$ cat src/rtl/div_unit.sv
// div_unit: iterative RV32M DIV/DIVU/REM/REMU sequencer.
// A restoring shift-subtract datapath runs one quotient bit per cycle under a
// three-state FSM (IDLE, CALC, DONE). Divide-by-zero and signed overflow
// finish in a single cycle without iterating.
// Optional build macro: DIV_UNIT_EARLY_OUT_EN also takes the single-cycle path
// when the dividend magnitude is below the divisor magnitude.
module div_unit #(
    parameter int XLEN = 32
) (
    input  logic            clk,
    input  logic            rst,
    input  logic            start,
    input  logic [1:0]      op,
    input  logic [XLEN-1:0] dataS1,
    input  logic [XLEN-1:0] dataS2,
    output logic            busy,
    output logic            done,
    output logic [XLEN-1:0] result
);

    localparam int CW = $clog2(XLEN) + 1;
    localparam logic [CW-1:0] COUNT_INIT = CW'(XLEN);

    localparam logic [1:0] ST_IDLE = 2'd0;
    localparam logic [1:0] ST_CALC = 2'd1;
    localparam logic [1:0] ST_DONE = 2'd2;

    localparam logic [XLEN-1:0] MOST_NEG = {1'b1, {(XLEN-1){1'b0}}};

    logic [1:0]      state;
    logic [CW-1:0]   count;
    logic [XLEN-1:0] rem_q;
    logic [XLEN-1:0] quo_q;
    logic [XLEN-1:0] divisor_q;
    logic            op_rem;
    logic            neg_q;
    logic            neg_r;

    logic            is_signed;
    logic            is_rem;
    logic            a_neg;
    logic            b_neg;
    logic [XLEN-1:0] a_mag;
    logic [XLEN-1:0] b_mag;
    logic            div_zero;
    logic            overflow;
    logic            early;
    logic            special;
    logic [XLEN-1:0] special_result;

    logic [XLEN:0]   shifted;
    logic [XLEN:0]   diff;
    logic            fits;
    logic [XLEN-1:0] rem_next;
    logic [XLEN-1:0] quo_next;
    logic [XLEN-1:0] final_result;

    // Decode the incoming request: operand magnitudes, result signs and the
    // cases that can be answered without iterating.
    always_comb begin
        is_signed = ~op[0];
        is_rem    = op[1];
        a_neg     = is_signed & dataS1[XLEN-1];
        b_neg     = is_signed & dataS2[XLEN-1];
        a_mag     = a_neg ? (~dataS1 + 1'b1) : dataS1;
        b_mag     = b_neg ? (~dataS2 + 1'b1) : dataS2;
        div_zero  = (dataS2 == '0);
        overflow  = is_signed && (dataS1 == MOST_NEG) && (dataS2 == '1);
`ifdef DIV_UNIT_EARLY_OUT_EN
        early     = !div_zero && (a_mag < b_mag);
`else
        early     = 1'b0;
`endif
        special   = div_zero | overflow | early;

        special_result = '0;
        if (div_zero) begin
            special_result = is_rem ? dataS1 : '1;
        end else if (overflow) begin
            special_result = is_rem ? '0 : MOST_NEG;
        end else begin
            special_result = is_rem ? dataS1 : '0;
        end
    end

    // One restoring step: shift in the next dividend bit, trial-subtract the
    // divisor and keep the difference only when it did not go negative.
    always_comb begin
        shifted  = {rem_q, quo_q[XLEN-1]};
        diff     = shifted - {1'b0, divisor_q};
        fits     = ~diff[XLEN];
        rem_next = fits ? diff[XLEN-1:0] : shifted[XLEN-1:0];
        quo_next = {quo_q[XLEN-2:0], fits};
        if (op_rem) begin
            final_result = neg_r ? (~rem_next + 1'b1) : rem_next;
        end else begin
            final_result = neg_q ? (~quo_next + 1'b1) : quo_next;
        end
    end

    // FSM and datapath registers; result only changes on the edge into DONE.
    always_ff @(posedge clk) begin
        if (rst) begin
            state     <= ST_IDLE;
            count     <= '0;
            rem_q     <= '0;
            quo_q     <= '0;
            divisor_q <= '0;
            op_rem    <= 1'b0;
            neg_q     <= 1'b0;
            neg_r     <= 1'b0;
            result    <= '0;
        end else begin
            case (state)
                ST_IDLE: begin
                    if (start) begin
                        op_rem    <= is_rem;
                        neg_q     <= a_neg ^ b_neg;
                        neg_r     <= a_neg;
                        divisor_q <= b_mag;
                        quo_q     <= a_mag;
                        rem_q     <= '0;
                        count     <= COUNT_INIT;
                        if (special) begin
                            result <= special_result;
                            state  <= ST_DONE;
                        end else begin
                            state  <= ST_CALC;
                        end
                    end
                end
                ST_CALC: begin
                    rem_q <= rem_next;
                    quo_q <= quo_next;
                    count <= count - 1'b1;
                    if (count == CW'(1)) begin
                        result <= final_result;
                        state  <= ST_DONE;
                    end
                end
                ST_DONE: begin
                    state <= ST_IDLE;
                end
                default: begin
                    state <= ST_IDLE;
                end
            endcase
        end
    end

    assign busy = (state == ST_CALC);
    assign done = (state == ST_DONE);

endmodule

$ cat config.mk
export PLATFORM = sky130hd
export DESIGN_NAME = div_unit
export DESIGN_NICKNAME = d
export VERILOG_FILES = /design/src/rtl/div_unit.sv
export SDC_FILE = /design/constraint.sdc
export NUM_CORES = 1
export LEC_CHECK = 0
export ABC_AREA = 1
export CORE_MARGIN = 2
export CORE_UTILIZATION = 49
export CTS_CLUSTER_SIZE = 25
export DETAILED_ROUTE_END_ITERATION = 10
export HOLD_SLACK_MARGIN = 0.06
export PLACE_DENSITY = 0.71
export SYNTH_ARGS = -nofsm -noshare
export SYNTH_HDL_FRONTEND = slang
export SYNTH_SLANG_ARGS = --single-unit
$ cat constraint.sdc
create_clock -name clk -period 8.4 [get_ports clk]
set_clock_uncertainty 0.15 [all_clocks]
set_input_delay 1.26 -clock clk [delete_from_list [all_inputs] [get_ports clk]]
set_output_delay 1.26 -clock clk [all_outputs]
set_load 0.1 [all_outputs]
### Word level (Yosys, flattened, before mapping)

Index checks and enable logic that the tools add are counted.
W data, S select, Z words.

| word-level totals | value |
|---|---|
| bits of input ports | 69 |
| bits in registers | 139 |
| output and inout bits | 34 |
| word-level logic and storage cells | 67 |

| operators by class | value |
|---|---|
| bitwise logic cells | 10 |
| muxes and demuxes | 25 |
| reductions and logical operators | 9 |
| equality and inequality tests | 8 |
| $add $sub $neg | 6 |

Operator list:

| cell | number |
|---|---|
| $mux W32 | 16 |
| $pmux W32 S2 | 3 |
| $add A32 B1 Y32 const B | 4 |
| $not A32 Y32 | 4 |
| $eq A32 B32 Y1 const B | 2 |
| $sub A33 B32 Y33 | 1 |
| $logic_not A32 Y1 | 1 |
| $pmux W6 S2 | 1 |
| $eq A6 B1 Y1 const B | 1 |
| $mux W2 | 3 |
| $mux W6 | 1 |
| $reduce_and A2 Y1 | 3 |
| $sub A6 B1 Y6 const B | 1 |
| $ne A2 B2 Y1 const B | 2 |
| $pmux W2 S2 | 1 |
| $reduce_and A4 Y1 | 1 |
| $and A1 B1 Y1 | 2 |
| $eq A2 B1 Y1 const B | 1 |
| $eq A2 B2 Y1 const B | 1 |
| $logic_and A1 B1 Y1 | 2 |
| $logic_not A2 Y1 | 1 |
| $ne A2 B1 Y1 const B | 1 |
| $not A1 Y1 | 2 |
| $reduce_bool A2 Y1 | 1 |
| other kinds (2) | 2 |

### Logic depth before layout (Yosys ltp)

| depth | value |
|---|---|
| word-level depth | 8 |
| mapped depth | 33 |
| depth with buffers taken out | 32 |

### Least setup slack after synthesis

No wires, ideal clock.

| path | value |
|---|---|
| path kind | flip-flop to flip-flop |
| start point | register quo_q[31] |
| end point | register result[26] |
| setup time | 0.132 ns |
| clock period less this slack | 4.171 ns |
| cell stages (with the launch flop) | 34 |
| arrival time | 3.889 ns |
| buffers on the path | 1 |
| slack | 4.229 ns |
| required time | 8.118 ns |
| path through | dfxtp_1 inv_1 ha_1 fa_1 inv_1 nand2_1 nand2_1 nand3_1 nand2_2 nand2_2 nand2_4 nand2_4 nand2_4 nand2_4 nand2_8 buf_4 ha_1 inv_1 nor3_1 nand2_1 nor2_1 nand3_1 nor2_1 nand3_1 nor3_1 nand3_1 nor2_1 nor2_1 o21ai_0 a21oi_1 nor2_1 nand2_1 nand2_1 a21oi_1 |

| on the way | value |
|---|---|
| longest elaborated chain between the ends | 8 |
| elaborated cells on any way between the ends | 12 |
| those cells by class | add/sub (3); mux (6); bitwise (3) |

Ends and longest elaborated chain:

| what | RTL line | RTL |
|---|---|---|
| start, declared | 33 | `logic [XLEN-1:0] quo_q;` |
| start signal, assigned | 121 | `quo_q <= a_mag;` |
| start signal, assigned | 134 | `quo_q <= quo_next;` |
| $sub A33 B32 Y33 | 90 | `diff = shifted - {1'b0, divisor_q};` |
| $mux W32 / $not A1 Y1 (equally long branches) | 92, 91 |  |
| $not A32 Y32 (on tied branches) | 95, 97 |  |
| $add A32 B1 Y32 (on tied branches) | 95, 97 |  |
| $mux W32 (on tied branches) | 95, 97 |  |
| $mux W32 * | 94 | `if (op_rem) begin` |
| $mux W32 * | 136 | `if (count == CW'(1)) begin` |
| $pmux W32 S2 * | 114 | `case (state)` |
| end signal, assigned | 125 | `result <= special_result;` |
| end signal, assigned | 137 | `result <= final_result;` |
| end, declared | 18 | `output logic [XLEN-1:0] result` |

Every way passes the cells marked *; elsewhere a longest branch is shown, timed or not. The select of a mux whose other input is x is not followed.
A chain may end at the register's enable or synchronous reset.

### Final worst setup path

| path | value |
|---|---|
| start point | register quo_q[31] |
| end point | register result[30] |

Same word-level chain as after synthesis.

==> impl_metrics.py <==
metrics = {
    "die": {
        "std_cell_rows": 59,
        "die_h_um": 167,
        "die_area_um2": 28000,
        "initial_utilization_pct": 50.1,
        "boundaryPins": 103,
        "fp.dieW_um": 167,
        "design.core.area_um2": 26100,
    },
    "timing": {
        "tcrit_tclk_final_pct": 62.1,
        "clock.fmax_mhz": 192,
        "max_transition_viols_final": 0,
        "finalHoldViolations": 0,
        "report.final.setup_viol": 0,
        "timing_worst_slew_pin_value_ns": 1.03,
        "finalWorstPathRequiredPeriod_ns": 5.22,
        "slew_headroom_pct": 31.2,
        "grt_setup_unrepaired": "false",
        "finalSetupTns_ns": 0,
    },
    "synthesis": {
        "syn_area_per_cell_um2": 5.64,
        "ys_warn_count": 0,
        "synth.top_cell.area_share_pct": 21.7,
        "synth_top_cells_by_area": "nand2_1 22%, dfxtp_1 21%, inv_1 9.1%",
        "netlist_instances": 2319,
        "synth-edff-count": 0,
        "yosys_register_bits": 139,
        "synth_flop_cell": "dfxtp_1",
        "syn_area_um2": 13100,
        "synth_area_leader_cell": "nand2_1",
        "ys_types": 51,
        "synth_fp_nets": 2428,
        "seq_area_frac_synth_pct": 21.3,
        "synth-async-reset-ratio_pct": 0,
    },
    "global_route": {
        "antenna_violations_before_repair": 0,
        "pin_count_of_the_biggest_net_entering_global_routing": 75,
        "global_route_wire_length_before_repair_um": 73000,
        "grt_pass1_vias": 13445,
        "overflow": 0,
        "global_route.usage.total_pct": 32.7,
    },
    "critical_path": {
        "cp_num_buf_inv": 3,
        "path_delay_family": "simple AND/OR/NAND/NOR gates",
        "cpMostUsedCell": "nand2_1",
        "critical_path_peak_fanout": 44,
        "worstSetupPathType": "flop to flop",
        "worst_path_largest_cell_delay_ns": 0.41,
        "worstPathRequired_ns": 8.54,
        "critPathCaptureType": "flop",
        "r2r_slack_ns": 3.18,
        "critical_path.reg2reg.startpoint": "quo_q[31]$_SDFFE_PP0P_",
        "startpoint": "quo_q[31]$_SDFFE_PP0P_",
        "setup.worst_path.start_class": "flop",
        "critical_path.slowest_cell": "fa_1",
        "worst_ep_arrival_time_ns": 5.35,
    },
    "placement": {
        "dp.final_hpwl_um": 35700,
        "place_inst": 2677,
        "total_placed_instance_area_um2": 14200,
        "gpl.final_weighted_congestion": 0.941,
        "port-buffer-count": 102,
    },
    "route": {
        "drt.antenna.violating_nets": 0,
        "dr_total_vias": 14928,
        "drt-wirelength-per-cell_um": 17.0,
        "post-route-drc-count": 4,
        "wl_um": 46200,
        "via_per_inst": 5.51,
        "first_iter_violations": 1603,
        "firstDrtPassIters": 8,
    },
    "layout": {
        "stdcell_count": 2711,
        "synthToLayoutAreaGrowth_pct": 12.7,
        "layout.cells.most_common_list": "757 x nand2_1, 315 x inv_1, 215 x a21oi_1",
        "fin_nets": 2470,
        "finish.instance_area_um2": 14800,
        "drive_above_1_share_pct": 5.10,
        "final_common_cell": "nand2_1",
        "postLayoutCoreUtil_pct": 56.5,
    },
    "hold_path": {
        "min_path_type": "flop to flop",
        "timing.hold.worst.start": "result[29]$_SDFFE_PP0P_",
    },
    "clock_network": {
        "ctsRootBufferMaster": "clkbuf_16",
        "max-clock-path-buffers": 2,
        "cts_repair_resize_count": 0,
        "cts_tree": "built",
        "clk_pin_slew_worst_paths_ns": 0.07,
        "cts_post_setup_buffers_inserted": 0,
        "tritoncts.num_buffers": 17,
        "tritoncts_num_sinks": 139,
        "h-tree-depth": 4,
        "cts_hold_buf": 0,
        "clock_insertion_delay_worst_skew_ns": 0.44,
    },
    "power_and_ir_drop": {
        "finalPower_mw": 4.09,
        "vdd_drop_max_mv": 0.156,
        "static-leakage-power_nw": 7.14,
        "power_per_cell_area_nw_per_um2": 277,
    },
    "run": {
        "max_cap_violations": 0,
    },
    "run_status": {
        "status": "finished, violations left",
        "failing_checks": "DRC",
    },
}
==> metal layers <==
layer	global-route usage [%]	wire length, um	up-vias
met3	4.61	3560	73
met2	51.0	20100	622
li1	-	-	7509
met5	0	0	-
met1	46.8	21200	6724
met4	10.1	1320	0
==> where the power goes <==
part           internal, mW  switching, mW
Clock                 0.400          0.355
Combinational         0.757           1.76
Sequential            0.733         0.0793
==> cell families (layout without fill, tap and decap cells) <==
| logic type | count (synthesis) | count (layout) | synth area share, % |
|---|---|---|---|
| flops | 139 | 139 | 21.3 |
| simple gates | 1244 | 1244 | 40.9 |
| other cells | 0 | 2 | 0 |
| buf+inv | 413 | 468 | 12.6 |
| fa+ha+maj | 40 | 40 | 3.88 |
| compound gates | 429 | 429 | 17.8 |
| xor+xnor | 54 | 54 | 3.61 |
==> Yosys cell counts (15+ instances only) <==
cell type and number:
o21ai_0 137, nand2_2 33, xor2_1 39, nand2_1 757, nand3_1 137, inv_1 317, nor3_1 33, nor2_1 192
ha_1 39, dfxtp_1 139, o211ai_1 15, nand4_1 26, a21oi_1 215, xnor2_1 15, clkbuf_1 58
==> through the flow <==
stage	setup slack, ns	hold slack (ns)
after detailed placement	2.75	0.307
after global routing	2.67	0.342
after CTS	3.14	0.318
final	3.18	0.316
after floorplan	4.23	0.304
after global placement	2.87	0.304
==> tightest hold or removal path: stages (launching register included) <==
cell	delay [ns]
dfxtp_1	0.31
nand2_1	0.06
a21oi_1	0.05
==> layout make-up <==
type                       count  area [um^2]
clock inverter                14          129
timing repair buffer         113         1100
antenna                        2         5.00
inverter                     323         1210
multi-input combinational   1767         8670
tap                          335          419
sequential                   139         2780
clock buffer                  18          439
fill                        2770        11400
==> sequential cells by signal, summed over array words and instances, names as in the netlist <==
| name | cells |
|---|---|
| result | 32 |
| neg_q | 1 |
| rem_q | 32 |
| neg_r | 1 |
| quo_q | 32 |
| state | 2 |
| count | 6 |
| op_rem | 1 |
| divisor_q | 32 |
==> final timing paths <==
kind | cells past startpoint | end
min | 2 | result[29]$_SDFFE_PP0P_
min reg2reg | 2 | result[29]$_SDFFE_PP0P_
max | 32 | result[30]$_SDFFE_PP0P_
max reg2reg | 32 | result[30]$_SDFFE_PP0P_
(Power assumes the default switching activity.)
